File: config.mk
export PLATFORM = sky130hd
export DESIGN_NAME = sent_tx_frame_builder
export DESIGN_NICKNAME = d
export VERILOG_FILES = /design/src/rtl/sent_tx_frame_builder.sv
export SDC_FILE = /design/constraint.sdc
export NUM_CORES = 1
export LEC_CHECK = 0
export CAP_MARGIN = 40
export CORE_AREA = 2 2 84 86
export DETAILED_ROUTE_END_ITERATION = 16
export DIE_AREA = 0 0 86 88
export PLACE_DENSITY_LB_ADDON = 0.2
export SLEW_MARGIN = 25
export SYNTH_ARGS = -nofsm -noshare
export SYNTH_HDL_FRONTEND = slang
export SYNTH_SLANG_ARGS = --single-unit
File: constraint.sdc
create_clock -name clk_tx -period 2 [get_ports clk_tx]
set_input_delay 0.4 -clock clk_tx [delete_from_list [all_inputs] [get_ports clk_tx]]
set_output_delay 0.4 -clock clk_tx [all_outputs]
set_load 0.1 [all_outputs]
File: src/rtl/sent_tx_frame_builder.sv
// SENT TX frame builder: captures the fast-channel payload, computes the J2716 CRC and
// streams status, data and CRC nibbles. Define SENT_TX_CRC_RECOMMENDED_EN for the 2010 CRC.
module sent_tx_frame_builder #(
    parameter logic [3:0] CRC_SEED = 4'h5
) (
    input  logic        clk_tx,
    input  logic        reset_n_tx,
    input  logic [2:0]  load_bit_i,
    input  logic [15:0] data_f1_i,
    input  logic [11:0] data_f2_i,
    input  logic        done_pre_data_i,
    input  logic [3:0]  status_nibble_i,
    output logic [3:0]  nibble_o,
    output logic        nibble_valid_o,
    input  logic        nibble_ready_i,
    output logic        frame_start_o,
    output logic        frame_last_o,
    output logic        busy_o,
    output logic        frame_drop_o,
    output logic [2:0]  fsm_state_o
);

    // Handshake: a nibble transfers on every clk_tx edge with nibble_valid_o && nibble_ready_i;
    // while valid && !ready the nibble, frame_start_o and frame_last_o hold, and valid never
    // drops between the status nibble and the CRC nibble.

    typedef enum logic [2:0] {
        IDLE        = 3'd0,
        CALC        = 3'd1,
        SEND_STATUS = 3'd2,
        SEND_DATA   = 3'd3,
        SEND_CRC    = 3'd4
    } state_t;

`ifdef SENT_TX_CRC_RECOMMENDED_EN
    localparam logic [2:0] AUG_STEPS = 3'd1;
`else
    localparam logic [2:0] AUG_STEPS = 3'd0;
`endif

    state_t      state_q, state_d;
    logic [23:0] word_q, word_d;
    logic [3:0]  status_q, status_d;
    logic        six_q, six_d;
    logic [2:0]  cnt_q, cnt_d;
    logic [3:0]  crc_q, crc_d;
    logic        drop_q, drop_d;

    logic [2:0]  nib_count;
    logic [2:0]  calc_steps;
    logic [3:0]  cur_nib;
    logic        payload_pulse;
    logic        accept;

    function automatic logic [23:0] pack_word(input logic [2:0]  fmt,
                                              input logic [15:0] f1,
                                              input logic [11:0] f2);
        logic [23:0] w;
        case (fmt)
            3'b001:  w = {f1[11:0], f2[3:0], f2[7:4], f2[11:8]};
            3'b110:  w = {f1[13:0], f2[9:0]};
            3'b111:  w = {f1, f2[7:0]};
            default: w = {f1[11:0], 12'h000};
        endcase
        return w;
    endfunction

    // One CRC step: multiply by x^4 modulo x^4+x^3+x^2+1.
    function automatic logic [3:0] crc_mul(input logic [3:0] c);
        logic [3:0] t;
        case (c)
            4'h0: t = 4'h0;
            4'h1: t = 4'hD;
            4'h2: t = 4'h7;
            4'h3: t = 4'hA;
            4'h4: t = 4'hE;
            4'h5: t = 4'h3;
            4'h6: t = 4'h9;
            4'h7: t = 4'h4;
            4'h8: t = 4'h1;
            4'h9: t = 4'hC;
            4'hA: t = 4'h6;
            4'hB: t = 4'hB;
            4'hC: t = 4'hF;
            4'hD: t = 4'h2;
            4'hE: t = 4'h8;
            default: t = 4'h5;
        endcase
        return t;
    endfunction

    assign nib_count  = six_q ? 3'd6 : 3'd3;
    assign calc_steps = nib_count + AUG_STEPS;

    // Nibble cnt_q of the captured word, MSN first; zero past the last data nibble (augmentation).
    always_comb begin
        cur_nib = 4'h0;
        if (cnt_q < nib_count) begin
            case (cnt_q)
                3'd0:    cur_nib = word_q[23:20];
                3'd1:    cur_nib = word_q[19:16];
                3'd2:    cur_nib = word_q[15:12];
                3'd3:    cur_nib = word_q[11:8];
                3'd4:    cur_nib = word_q[7:4];
                3'd5:    cur_nib = word_q[3:0];
                default: cur_nib = 4'h0;
            endcase
        end
    end

    assign payload_pulse = done_pre_data_i && (load_bit_i != 3'b000);
    assign accept = payload_pulse &&
                    ((state_q == IDLE) || ((state_q == SEND_CRC) && nibble_ready_i));

    always_comb begin
        state_d        = state_q;
        word_d         = word_q;
        status_d       = status_q;
        six_d          = six_q;
        cnt_d          = cnt_q;
        crc_d          = crc_q;
        drop_d         = 1'b0;
        nibble_o       = 4'h0;
        nibble_valid_o = 1'b0;
        frame_start_o  = 1'b0;
        frame_last_o   = 1'b0;

        case (state_q)
            IDLE: begin
            end
            CALC: begin
                // The cycle after the last CRC step lets the result settle before it is sent.
                if (cnt_q == calc_steps) begin
                    state_d = SEND_STATUS;
                    cnt_d   = 3'd0;
                end else begin
                    crc_d = crc_mul(crc_q) ^ cur_nib;
                    cnt_d = cnt_q + 3'd1;
                end
            end
            SEND_STATUS: begin
                nibble_o       = status_q;
                nibble_valid_o = 1'b1;
                frame_start_o  = 1'b1;
                if (nibble_ready_i) begin
                    state_d = SEND_DATA;
                    cnt_d   = 3'd0;
                end
            end
            SEND_DATA: begin
                nibble_o       = cur_nib;
                nibble_valid_o = 1'b1;
                if (nibble_ready_i) begin
                    if (cnt_q == nib_count - 3'd1) begin
                        state_d = SEND_CRC;
                    end else begin
                        cnt_d = cnt_q + 3'd1;
                    end
                end
            end
            SEND_CRC: begin
                nibble_o       = crc_q;
                nibble_valid_o = 1'b1;
                frame_last_o   = 1'b1;
                if (nibble_ready_i) begin
                    state_d = IDLE;
                end
            end
            default: begin
                state_d = IDLE;
            end
        endcase

        if (accept) begin
            state_d  = CALC;
            cnt_d    = 3'd0;
            crc_d    = CRC_SEED;
            word_d   = pack_word(load_bit_i, data_f1_i, data_f2_i);
            status_d = status_nibble_i;
            six_d    = (load_bit_i == 3'b001) || (load_bit_i >= 3'b110);
        end else if (payload_pulse && (state_q != IDLE)) begin
            drop_d = 1'b1;
        end
    end

    always_ff @(posedge clk_tx or negedge reset_n_tx) begin
        if (!reset_n_tx) begin
            state_q  <= IDLE;
            word_q   <= 24'h000000;
            status_q <= 4'h0;
            six_q    <= 1'b0;
            cnt_q    <= 3'd0;
            crc_q    <= CRC_SEED;
            drop_q   <= 1'b0;
        end else begin
            state_q  <= state_d;
            word_q   <= word_d;
            status_q <= status_d;
            six_q    <= six_d;
            cnt_q    <= cnt_d;
            crc_q    <= crc_d;
            drop_q   <= drop_d;
        end
    end

    assign busy_o       = (state_q != IDLE);
    assign frame_drop_o = drop_q;
    assign fsm_state_o  = state_q;

endmodule

==> flow_metrics.tcl <==
set metrics [dict create \
    p_leak_nw 1.77 \
    die_w_um 86 \
    post-route-period-util 1.25 \
    timing.critical_path.required_ps 1600 \
    finalSetupViolations 5 \
    slowest_stage "dfrtp_1" \
    cts.sink_count 40 \
    swShare 0.471 \
    cts-root-buf "clkbuf_8" \
    internal_power_mw 3.65 \
    path_buf_inv 3 \
    syn_area_um2 2620 \
    tightest_slew_ps 508 \
    clkPwrFrac 0.098 \
    p_sw_mw 3.25 \
    antenna_found_initial 0 \
    insertion_delay_ps 300 \
    synth_edf_count 0 \
    drtPass1Iterations 4 \
    core_um2 6640 \
    yosysTopAreaCell "dfrtp_1" \
    htreeDepth 2 \
    irDropWorstVdd_uv 613 \
    gp_congestion 0.932 \
    worst_ep_arrival_time_ps 2090 \
    n_antenna_cell 0 \
    synth_flop_cell "dfrtp_1" \
    grt_remaining_overflow 0 \
    synth_seq_area_share 0.384 \
    dieHeight_um 88 \
    multi_input_area_um2 1790 \
    start_util 0.394 \
    synth_top_area_frac 0.364 \
    syn_area_per_cell_um2 8.78 \
    status "complete, but fails checks" \
    cts_tree "built" \
    crit_path_start_kind "register" \
    dp_slack_ps -279 \
    pwr-share-comb 0.683 \
    use_met3 0.0320 \
    power_frac_seq 0.219 \
    postCtsHoldBufs 0 \
    yosys_warnings 0 \
    failed_checks "setup timing" \
    crit_type "register to output port" \
    slew_headroom 0.661 \
    dieArea_um2 7570 \
    final_common_cell "buf_4" \
    fin_nets 437 \
    rsz0062_at_grt "true" \
    use_met1 0.250 \
    fin_crit_ps 2490 \
    final_cell_mix "46 x buf_4, 37 x nand2_1, 37 x clkdlybuf4s50_1, 34 x dfrtp_1, 26 x o21ai_0" \
    drc 0 \
    setup_tns_ps -1650 \
    max-cap-violations 0 \
    cp_max_fo 3 \
    grt_pass1_vias 2488 \
    synth_area_leaders "dfrtp_1 36%, mux2i_1 8.0%, nand2_1 5.9%, o21ai_0 5.6%, a21oi_1 4.8%" \
    maxSlewViolCount 0 \
    grt_pass1_wl_um 11800 \
    synth.net_count 346 \
    n_fill_cell 602 \
    io_pins 51 \
    std_cell_rows 30 \
    p_per_area_nw_per_um2 1700 \
    grt_max_degree 35 \
    area.growth.synth_to_final_pct 55.4 \
    skew_ps 6.49 \
    clock_path_buffers 2 \
    clkTransAtPathRegs_ps 80 \
    synth_cell_types 53 \
    grt_util_met2 0.344 \
    path_delay_family "simple AND/OR/NAND/NOR gates" \
    ys_ff_latch 40 \
    post_drt_wl_per_cell_um 15.1 \
    worstHoldPathType "input pin to async pin" \
    path_cells "inv_2 > buf_6 > ha_4 > and3b_1 > or2_4 > a31oi_4 > mux2i_2 > o21ai_4 > buf_12" \
    io_buffers 50 \
    fmax_mhz 401 \
    cp-end-kind "output port" \
    top_usage_layer "met2" \
    first_iter_violations 63 \
    cts_buffers 5 \
    vias 2507 \
    drt_wl_total_um 7120 \
    grt_util_all_layers 0.198 \
    slowest_delay_ps 400 \
    fin_ws_ps -492 \
    synthCells 298 \
    regArea_um2 1020 \
    ant_nets 0 \
    viasPerCell 5.33 \
    hold_violations 0 \
    drive_gt1_frac 0.344 \
    dp_hpwl_um 5310 \
    async_reset_ff_frac 1.00 \
]
-- metrics by stage --
stage	power (mW)	hold slack [ps]	util	instance area (µm²)	std cells
6_report	6.89	56.2	0.611	4060	470
5_1_grt	7.33	80.2	0.611	4060	470
4_1_cts	6.50	76.9	0.587	3900	465
3_5_place_dp	5.52	399	0.547	3630	451
3_3_place_gp	5.44	397	0.547	3630	451
2_1_floorplan	4.05	104	-	2710	298
-- layer usage --
| layer | part of all wire | routed length, µm | vias to the layer above |
|---|---|---|---|
| met1 | 0.45 | 3180 | 1166 |
| li1 | - | - | 1255 |
| met2 | 0.49 | 3490 | 67 |
| met5 | 0 | 0 | - |
| met3 | 0.037 | 260 | 19 |
| met4 | 0.026 | 185 | 0 |
-- cell type report --
cell class,instances,share of cell area
Clock inverter,3,0.0105
Multi-Input combinational cell,233,0.442
Tap cell,80,0.0246
Inverter,10,0.00924
Clock buffer,5,0.0169
Timing Repair Buffer,99,0.247
Sequential cell,40,0.250
-- registers in the layout, indices dropped and copies added (netlist names) --
register	flops
status_q	4
word_q	24
frame_drop_o	1
six_q	1
fsm_state_o	3
cnt_q	3
crc_q	4
-- path summary, 6_finish.rpt --
| path | start | cells after the start | slack, ps | end |
|---|---|---|---|---|
| max | six_q | 9 | -490 | nibble_o[0] |
| min | reset_n_tx | 1 | 60 | frame_drop_o |
| max reg2reg | cnt_q[0] | 9 | 0 | crc_q[2] |
| min reg2reg | word_q[1] | 2 | 490 | word_q[1] |
| max in group asynchronous | reset_n_tx | 2 | 1400 | word_q[16] |
| min in group clk_tx | word_q[1] | 2 | 490 | word_q[1] |
-- power by group through the flow --
| stage | Clock, mW | Combinational (mW) | Sequential, mW |
|---|---|---|---|
| global route | 0.723 | 5.06 | 1.54 |
| global placement | 0 | 3.92 | 1.52 |
| CTS | 0.685 | 4.28 | 1.53 |
| finish | 0.677 | 4.71 | 1.51 |
| floorplan | 0 | 2.46 | 1.59 |
| detailed placement | 0 | 3.99 | 1.53 |
-- logic make-up (layout without fill, tap and decap cells) --
family,Yosys count,in the layout,share of synthesized area
compound gates,94,94,0.229
xor+xnor,4,4,0.0134
mux,28,28,0.111
flops,40,40,0.384
fa+ha+maj,9,9,0.0431
buf+inv,25,117,0.0474
simple gates,98,98,0.173
-- synth_stat cells, types with 2 or more instances --
cell,count
a21boi_1,2
a21oi_1,25
a22oi_1,13
and3_1,2
buf_2,3
buf_4,5
clkbuf_1,6
dfrtp_1,38
dfstp_2,2
ha_1,9
inv_1,10
mux2_1,4
mux2_2,3
mux2i_1,21
nand2_1,41
nand2b_1,3
nand3_1,12
nor2_1,26
nor2b_1,2
o211ai_1,2
o21ai_0,29
o21ai_1,7
xnor2_1,3
-- repair_timing --
| item | in CTS | in global routing |
|---|---|---|
| pin swaps | 5 | 7 |
| endpoints found under the setup margin | 6 | 7 |
| setup buffers | 6 | 5 |
| gates resized for setup | 24 | 26 |
| cloned | 0 | 0 |
Power figures use the tool's default switching activity.
